--- src/rtl/entropy_collector_if.sv ---
// Register bus between the host and the entropy collector: 8-bit address,
// 16-bit write data, 16-bit combinational read data.
interface entropy_collector_if;
    logic        cs;
    logic        we;
    logic [7:0]  addr;
    logic [15:0] dwrite;
    logic [15:0] dread;

    modport master (
        output cs,
        output we,
        output addr,
        output dwrite,
        input  dread
    );

    modport slave (
        input  cs,
        input  we,
        input  addr,
        input  dwrite,
        output dread
    );
endinterface

--- src/rtl/entropy_collector.sv ---
// Entropy collector: synchronises the raw ring-oscillator vectors, samples
// and folds them to one bit, runs a repetition-count health test, debiases
// with a von Neumann extractor, packs 16-bit words and buffers them in a
// 4-entry FIFO readable over the register bus.
//
// Von Neumann extractor states:
//   state     | meaning
//   VN_FIRST  | waiting for the first bit of a pair
//   VN_SECOND | first bit stored, next sample completes the pair
module entropy_collector #(
    parameter logic [15:0] SAMPLE_DIV  = 16'd8,
    parameter logic [7:0]  REP_LIMIT   = 8'd32,
    parameter logic [7:0]  ADDR_CTRL   = 8'h20,
    parameter logic [7:0]  ADDR_STATUS = 8'h21,
    parameter logic [7:0]  ADDR_DATA   = 8'h22
) (
    input  logic                      clk,
    input  logic                      reset,
    entropy_collector_if.slave        bus,
    input  logic [15:0]               p_i,
    input  logic [15:0]               n_i,
    output logic                      word_valid_o,
    output logic                      health_fail_o
);

    typedef enum logic {
        VN_FIRST  = 1'b0,
        VN_SECOND = 1'b1
    } vn_state_t;

    // synchroniser
    logic [15:0] p_s1_q, p_s2_q, n_s1_q, n_s2_q;

    // control
    logic        enable_q, enable_d;
    logic        wr_ctrl;
    logic        clr_overflow;
    logic        clr_health;

    // sampling
    logic [15:0] div_q, div_d;
    logic        sample_stb;
    logic        sample_bit;

    // repetition test
    logic [7:0]  rep_ctr_q, rep_ctr_d;
    logic        prev_bit_q, prev_bit_d;
    logic        health_q, health_d;
    logic        rep_hit;

    // von Neumann extractor
    vn_state_t   vn_state_q, vn_state_d;
    logic        vn_bit_q, vn_bit_d;
    logic        emit_stb;
    logic        emit_bit;

    // packer
    logic [15:0] shreg_q, shreg_d;
    logic [4:0]  bit_cnt_q, bit_cnt_d;
    logic        push_stb;

    // FIFO
    logic [15:0] fifo_mem_q [4];
    logic [1:0]  wr_ptr_q, wr_ptr_d;
    logic [1:0]  rd_ptr_q, rd_ptr_d;
    logic [2:0]  count_q, count_d;
    logic        overflow_q, overflow_d;
    logic        word_valid_q;
    logic        push_ok;
    logic        pop_ok;
    logic        ovf_set;
    logic [15:0] fifo_head;

    // read-access edge detection for pops
    logic        data_rd_now;
    logic        rd_prev_q;
    logic        pop_req_q;

    // control decode and sample strobe
    always_comb begin
        wr_ctrl      = bus.cs && bus.we && (bus.addr == ADDR_CTRL);
        clr_overflow = wr_ctrl && bus.dwrite[1];
        clr_health   = wr_ctrl && bus.dwrite[2];
        enable_d     = wr_ctrl ? bus.dwrite[0] : enable_q;
        data_rd_now  = bus.cs && !bus.we && (bus.addr == ADDR_DATA);
        sample_stb   = enable_q && (div_q == SAMPLE_DIV - 16'd1);
        sample_bit   = ^(p_s2_q ^ n_s2_q);
        if (!enable_q || sample_stb) begin
            div_d = 16'd0;
        end else begin
            div_d = div_q + 16'd1;
        end
    end

    // repetition-count health test; a set of the flag beats a clear
    always_comb begin
        rep_ctr_d  = rep_ctr_q;
        prev_bit_d = prev_bit_q;
        health_d   = health_q;
        rep_hit    = 1'b0;
        if (!enable_q) begin
            rep_ctr_d = 8'd0;
        end else if (sample_stb) begin
            if ((rep_ctr_q == 8'd0) || (sample_bit != prev_bit_q)) begin
                rep_ctr_d = 8'd1;
            end else if (rep_ctr_q != 8'hFF) begin
                rep_ctr_d = rep_ctr_q + 8'd1;
            end
            prev_bit_d = sample_bit;
            rep_hit    = (rep_ctr_d == REP_LIMIT);
        end else if (clr_health) begin
            rep_ctr_d = 8'd0;
        end
        if (rep_hit) begin
            health_d = 1'b1;
        end else if (clr_health) begin
            health_d = 1'b0;
        end
    end

    // von Neumann state register
    always_ff @(posedge clk) begin
        if (reset) begin
            vn_state_q <= VN_FIRST;
            vn_bit_q   <= 1'b0;
        end else begin
            vn_state_q <= vn_state_d;
            vn_bit_q   <= vn_bit_d;
        end
    end

    // von Neumann next state: unequal pairs emit their first bit
    always_comb begin
        vn_state_d = vn_state_q;
        vn_bit_d   = vn_bit_q;
        emit_stb   = 1'b0;
        emit_bit   = vn_bit_q;
        if (!enable_q) begin
            vn_state_d = VN_FIRST;
            vn_bit_d   = 1'b0;
        end else if (sample_stb) begin
            unique case (vn_state_q)
                VN_FIRST: begin
                    vn_bit_d   = sample_bit;
                    vn_state_d = VN_SECOND;
                end
                VN_SECOND: begin
                    emit_stb   = (sample_bit != vn_bit_q);
                    vn_state_d = VN_FIRST;
                end
                default: vn_state_d = VN_FIRST;
            endcase
        end
    end

    // packer and FIFO bookkeeping; a full FIFO still accepts a push when
    // the same edge pops, so only a push with no room counts as overflow
    always_comb begin
        push_stb  = (bit_cnt_q == 5'd16);
        shreg_d   = emit_stb ? {shreg_q[14:0], emit_bit} : shreg_q;
        bit_cnt_d = (push_stb ? 5'd0 : bit_cnt_q) + {4'd0, emit_stb};

        pop_ok   = pop_req_q && (count_q != 3'd0);
        push_ok  = push_stb && ((count_q != 3'd4) || pop_ok);
        ovf_set  = push_stb && (count_q == 3'd4) && !pop_ok;
        wr_ptr_d = wr_ptr_q + {1'b0, push_ok};
        rd_ptr_d = rd_ptr_q + {1'b0, pop_ok};
        unique case ({push_ok, pop_ok})
            2'b10:   count_d = count_q + 3'd1;
            2'b01:   count_d = count_q - 3'd1;
            default: count_d = count_q;
        endcase
        if (ovf_set) begin
            overflow_d = 1'b1;
        end else if (clr_overflow) begin
            overflow_d = 1'b0;
        end else begin
            overflow_d = overflow_q;
        end
        fifo_head = fifo_mem_q[rd_ptr_q];
    end

    // main datapath and control registers
    always_ff @(posedge clk) begin
        if (reset) begin
            p_s1_q       <= 16'd0;
            p_s2_q       <= 16'd0;
            n_s1_q       <= 16'd0;
            n_s2_q       <= 16'd0;
            enable_q     <= 1'b0;
            div_q        <= 16'd0;
            rep_ctr_q    <= 8'd0;
            prev_bit_q   <= 1'b0;
            health_q     <= 1'b0;
            shreg_q      <= 16'd0;
            bit_cnt_q    <= 5'd0;
            wr_ptr_q     <= 2'd0;
            rd_ptr_q     <= 2'd0;
            count_q      <= 3'd0;
            overflow_q   <= 1'b0;
            word_valid_q <= 1'b0;
            rd_prev_q    <= 1'b0;
            pop_req_q    <= 1'b0;
        end else begin
            p_s1_q       <= p_i;
            p_s2_q       <= p_s1_q;
            n_s1_q       <= n_i;
            n_s2_q       <= n_s1_q;
            enable_q     <= enable_d;
            div_q        <= div_d;
            rep_ctr_q    <= rep_ctr_d;
            prev_bit_q   <= prev_bit_d;
            health_q     <= health_d;
            shreg_q      <= shreg_d;
            bit_cnt_q    <= bit_cnt_d;
            wr_ptr_q     <= wr_ptr_d;
            rd_ptr_q     <= rd_ptr_d;
            count_q      <= count_d;
            overflow_q   <= overflow_d;
            word_valid_q <= (count_d != 3'd0);
            rd_prev_q    <= data_rd_now;
            pop_req_q    <= data_rd_now && !rd_prev_q;
        end
    end

    // FIFO storage; contents are don't-care while the count says empty
    always_ff @(posedge clk) begin
        if (push_ok) begin
            fifo_mem_q[wr_ptr_q] <= shreg_q;
        end
    end

    // combinational register read
    always_comb begin
        bus.dread = 16'h0000;
        if (bus.cs && !bus.we) begin
            if (bus.addr == ADDR_CTRL) begin
                bus.dread = {15'd0, enable_q};
            end else if (bus.addr == ADDR_STATUS) begin
                bus.dread = {11'd0, health_q, overflow_q, count_q};
            end else if (bus.addr == ADDR_DATA) begin
                bus.dread = (count_q != 3'd0) ? fifo_head : 16'h0000;
            end
        end
    end

    assign word_valid_o  = word_valid_q;
    assign health_fail_o = health_q;

endmodule

--- src/flat_wrapper.sv ---
// flat-port wrapper written by rule: the top's interface ports become plain ports
module entropy_collector_flat 
#(
    parameter logic [15:0] SAMPLE_DIV  = 16'd8,
    parameter logic [7:0]  REP_LIMIT   = 8'd32,
    parameter logic [7:0]  ADDR_CTRL   = 8'h20,
    parameter logic [7:0]  ADDR_STATUS = 8'h21,
    parameter logic [7:0]  ADDR_DATA   = 8'h22
)
  (clk, reset, p_i, n_i, word_valid_o, health_fail_o, bus_cs, bus_we, bus_addr, bus_dwrite, bus_dread);
  entropy_collector_if bus_i ();
  input  logic clk;
  input  logic reset;
  input  logic [15:0] p_i;
  input  logic [15:0] n_i;
  output logic word_valid_o;
  output logic health_fail_o;
  input wire logic [$bits(bus_i.cs)-1:0] bus_cs;
  input wire logic [$bits(bus_i.we)-1:0] bus_we;
  input wire logic [$bits(bus_i.addr)-1:0] bus_addr;
  input wire logic [$bits(bus_i.dwrite)-1:0] bus_dwrite;
  output wire logic [$bits(bus_i.dread)-1:0] bus_dread;
  assign bus_i.cs = bus_cs;
  assign bus_i.we = bus_we;
  assign bus_i.addr = bus_addr;
  assign bus_i.dwrite = bus_dwrite;
  assign bus_dread = bus_i.dread;
  entropy_collector #(.SAMPLE_DIV(SAMPLE_DIV), .REP_LIMIT(REP_LIMIT), .ADDR_CTRL(ADDR_CTRL), .ADDR_STATUS(ADDR_STATUS), .ADDR_DATA(ADDR_DATA)) u_core (.clk(clk), .reset(reset), .bus(bus_i), .p_i(p_i), .n_i(n_i), .word_valid_o(word_valid_o), .health_fail_o(health_fail_o));
endmodule
--- config.mk ---
export PLATFORM = sky130hd
export DESIGN_NAME = entropy_collector_flat
export DESIGN_NICKNAME = d
export VERILOG_FILES = /design/src/rtl/entropy_collector_if.sv /design/src/rtl/entropy_collector.sv /design/src/flat_wrapper.sv
export SDC_FILE = /design/constraint.sdc
export NUM_CORES = 1
export LEC_CHECK = 0
export BUFFER_PORTS_ARGS = -buffer_cell sky130_fd_sc_hd__buf_2
export CAP_MARGIN = 20
export CORE_MARGIN = 2
export CORE_UTILIZATION = 55
export CTS_BUF_LIST = sky130_fd_sc_hd__clkbuf_8
export DETAILED_ROUTE_END_ITERATION = 6
export PLACE_DENSITY = 0.75
export SETUP_SLACK_MARGIN = 0.3
export SLEW_MARGIN = 20
export SYNTH_ARGS = -nofsm -noshare
export SYNTH_HDL_FRONTEND = slang
export SYNTH_SLANG_ARGS = --single-unit
export TNS_END_PERCENT = 100
--- constraint.sdc ---
create_clock -name clk -period 8.7 [get_ports clk]
set_input_delay 0.87 -clock clk [delete_from_list [all_inputs] [get_ports clk]]
set_output_delay 0.87 -clock clk [all_outputs]
set_load 0.1 [all_outputs]
* Word-level counts from Yosys, hierarchy flattened
Memories as Yosys holds them, arrays and structs flattened. A register that Yosys moved wholly into a read port is not among the register bits.
Cells that the tools add are included.
** Word-level totals
- Memory bits (writable) :: 64
- Memories kept :: 1
- Output and inout port bits :: 18
- Bits in read-only memories :: 0
- Bits in registers :: 125
- Latch bits :: 0
** Memory list
- u_core.fifo_mem_q :: words 4, width 16, rd ports 1, clocked after Yosys merged registers in 1, write ports 1, RTL line entropy_collector.sv:63 : logic [15:0] fifo_mem_q [4];
** Operators by class
- Multiply operators :: 0
- Equality and inequality tests :: 13
- Shift-type cells :: 0
- Divide/modulo/power cells :: 0
- Mux-type cells :: 26
- Order comparisons :: 0
- Reduce and logical (&&, ||, !) cells :: 30
- Add/sub/neg operators :: 7
- Bitwise logic cells :: 3
** Operators with widths (number)
- 16-bit 2-to-1 mux :: 5
- 8-bit 2-to-1 mux :: 6
- 8-bit by 6-bit == test with 1-bit output, second input constant :: 4
- 16-bit by 1-bit adder with 16-bit output, second input constant :: 1
- 16-bit by 3-bit == test with 1-bit output, second input constant :: 1
- 16-bit parity :: 1
- 16-bit XOR :: 1
- 1-bit logical AND :: 12
- 1-bit 2-to-1 mux :: 11
- 8-bit by 1-bit adder with 8-bit output, second input constant :: 1
- 8-bit logical NOT :: 1
- 8-bit != test, second input constant :: 1
- 3-bit one-hot mux with 2 select lines :: 1
- 2-bit nonzero test :: 3
- 3-bit nonzero test :: 2
- 5-bit by 1-bit adder with 5-bit output :: 1
- 5-bit == test, second input constant :: 1
- 5-bit 2-to-1 mux :: 1
- 2-bit by 1-bit adder with 2-bit output :: 2
- 1-bit logical NOT :: 4
- 2-bit AND reduction :: 2
- 2-bit OR reduction :: 2
- 3-bit by 1-bit adder with 3-bit output, second input constant :: 1
- 3-bit == test, second input constant :: 1
- 9 further kinds :: 13

* Longest topological paths before layout
- Depth after elaboration :: 11
- Mapped depth :: 11
- Depth with buffers taken out :: 10

* Worst setup path after synthesis
Ideal clock, no wire load.
- Path type :: input to output
- Start :: input bus_addr[4]
- End :: output bus_dread[0]
- Setup slack :: 4.039 ns
- Required time :: 7.830 ns
- Arrival time :: 3.791 ns
- Path buffers :: 0
- Stages on the path :: 3
- Cells stage by stage :: nor4b_1 > nand4b_1 > a211oi_1
** On the way
- Word-level cells in the longest chain between the ends :: 5
- Elaborated cells between the ends (all ways) :: 7
- Classes of those cells :: eq/ne: 3; mux: 4
** Ends and longest elaborated chain
- from (decl) :: RTL line flat_wrapper.sv:20 : input wire logic [$bits(bus_i.addr)-1:0] bus_addr;
- 8-bit by 6-bit == test with 1-bit output :: RTL line entropy_collector.sv:241 : end else if (bus.addr == ADDR_DATA) begin
- 16-bit 2-to-1 mux :: RTL line entropy_collector.sv:241
- 16-bit 2-to-1 mux :: RTL line entropy_collector.sv:239 : end else if (bus.addr == ADDR_STATUS) begin
- 16-bit 2-to-1 mux (*) :: RTL line entropy_collector.sv:237 : if (bus.addr == ADDR_CTRL) begin
- 16-bit 2-to-1 mux (*) :: RTL line entropy_collector.sv:236 : if (bus.cs && !bus.we) begin
- to (decl) :: RTL line flat_wrapper.sv:22 : output wire logic [$bits(bus_i.dread)-1:0] bus_dread;
Mark *: on every way between the ends. The rest lies on a longest branch, timed or not.

* Final worst setup path
- Start :: input bus_addr[4]
- End :: output bus_dread[6]
The elaborated chain is that of the path after synthesis.

==> summary.txt <==
Area of the core - 0.0131 sq mm
Peak supply drop - 0.000151 V
TritonCTS clock tree - yes
Fin nets - 725
Synth top area share - 34.2%
Global-route wire length before repair - 20100 um
Unrepaired setup endpoints after global routing - false
Largest net degree at the start of global routing - 102
Die area - 0.0143 sq mm
Drt initial violations - 259
Dominant synthesized flop cell - dfxtp_1
Async SR Flop Fraction - 0%
Area leader, netlist - dfxtp_1
Synth unique cells - 52
CP Capture Type - output port
Die width - 119 um
Drt first pass iters - 6
Power Dens Cells - 197 mW/mm^2
CP startpoint kind - input pin
Initial antenna violation count - 0
Slew HR - 33.1%
DIE HEIGHT - 119 um
Clock Path Buffers - 2
Status - finished clean
H-tree depth - 4
CTS Sinks - 189
Met2 Track Usage GR - 30.6%
Via Count - 4411
Fmax - 250 MHz
Total CTS buffers - 17
Post-Synthesis Cell Area - 0.00732 sq mm
DRC viols - 0
Worst hold path type - reg2reg
Commonest non-fill, non-tap cell in the layout - dfxtp_1
ANT cells - 0
Placed insts - 814
Yosys warnings - 0
# IOs - 78
Initial core utilization - 55.7%
Root buffer cell - clkbuf_8
Setup TNS - 0 ps
Syn Nets - 669
Share of post-route cells with drive strength above 1 - 19.1%
Slew @ Worst Pin - 1000 ps
Vias in the first global route - 4246
Synth Area per Inst - 12.2 sq um
Final setup viols - 0
Met3 Use GR - 4.60%
Min Tclk post-route - 4000 ps
WL final - 12100 um
Global Route met1 Usage - 22.2%
Hold buffers post-CTS - 0
Worst setup path class - in2out
Num rows - 42
Final Cycle Share - 46.0%
Wire per inst - 14.3 um
Max Slew Vio Count - 0
Non-Filler Instances - 845
GRT overflow - 0
Synth Register Bits - 189
Post-DP HPWL - 7650 um
Crit path DAT - 3130 ps
Leak - 2.98 nW
Grt peak-use layer - met2
Cells after synthesis - 601
Post-synth EDFFs - 64
P&R area growth vs syn - 11.4%
WP data required - 7830 ps
Most frequent cells in the layout - dfxtp_1, nor2b_1, buf_2, edfxtp_1, nor2_1
Sequential area share after synthesis - 60.4%
Post-route ant nets - 0
Fill cells - 1062
Setup Fix Bufs, Post-CTS - 0
Clk_skew - 11.9 ps
Worst skew pair latency - 460 ps
Worst-path clk slew - 90 ps
Post-CTS Resized - 0
Gr usage total - 18.1%
Final Hold Fails - 0
# port buffers - 64
GP Congestion - 0.750
Max Cap Violations - 0
Synth area leaders - dfxtp_1, edfxtp_1, nor2b_1, mux4_2, xnor2_1
Crit-path max FO - 11
Via density - 5.22
state kept, by name, summed over array words and instances (netlist names), 2 cells and up:
signal             count
u_core.rep_ctr_q       8
u_core.bit_cnt_q       5
u_core.n_s1_q         16
u_core.n_s2_q         16
u_core.fifo_mem_q     64
u_core.count_q         3
u_core.div_q          16
u_core.p_s2_q         16
u_core.shreg_q        16
u_core.p_s1_q         16
u_core.rd_ptr_q        2
u_core.wr_ptr_q        2
area by class of cell:
type                       count  area, sq um  share of cell area, %
multi-input combinational    376         2740                   33.6
clock buffer                  17          234                   2.87
tap                          176          220                   2.70
timing repair buffer          67          343                   4.20
sequential                   189         4420                   54.3
clock inverter                14          169                   2.07
inverter                       6         22.5                  0.276
cell usage after synthesis, drive strengths merged, types with 4 or more instances:
master,number
dfxtp,125
nor2b,75
edfxtp,64
nor2,54
xnor2,36
nand2,25
clkbuf,23
a21oi,22
and3,21
mux2i,16
mux4,16
nand3,13
xor2,13
nor3,10
a31oi,7
buf,7
ha,7
nor4,7
o21ai,7
or3,7
inv,6
a211oi,4
a22oi,4
where the power goes:
group	switching (mW)	internal [mW]	leakage, nW
clock network	0.296	0.284	0.208
logic	0.0513	0.0528	1.16
registers	0.00376	0.919	1.61
logic make-up after synthesis:
logic type	after synthesis	synth area share, %
compound gates	52	4.65
xor+xnor	51	6.61
fa+ha+maj	8	1.47
buf+inv	36	2.29
flops	189	60.4
mux	33	7.26
simple gates	232	17.3
per-layer routing:
metal	vias up	wire length, um
met5	-	0
met4	0	247
met3	21	522
met2	101	6040
met1	2082	5300
li1	2207	-
critical path, cell delays in order:
cell	delay (ps)
buf_2	100
nor4b_1	380
nand4b_1	410
nor2_1	670
and3_1	270
buf_2	420
worst paths after layout:
| path | from | endpoint | slack, ps | depth (start not counted) |
|---|---|---|---|---|
| setup / recovery | bus_addr[4] | bus_dread[6] | 4700 | 6 |
| setup reg to reg | u_core.bit_cnt_q[1] | u_core.fifo_mem_q[2][14] | 5850 | 5 |
| hold / removal | u_core.rd_prev_q | u_core.pop_req_q | 400 | 1 |
| hold reg to reg | u_core.rd_prev_q | u_core.pop_req_q | 400 | 1 |
per-stage QoR:
step / worst slack, ps / hold WS, ps / instance area [sq um] / utilization [%] / total power [mW]
2_1_floorplan: 4040 / 375 / 7320 / - / 1.03
3_3_place_gp: 4780 / 381 / 7750 / 59.0 / 1.05
3_5_place_dp: 4640 / 395 / 7750 / 59.0 / 1.05
4_1_cts: 4640 / 408 / 8150 / 62.1 / 1.62
5_1_grt: 4500 / 425 / 8150 / 62.1 / 1.67
6_report: 4700 / 403 / 8150 / 62.1 / 1.61
Note: power is estimated with default switching activity, not from simulation.
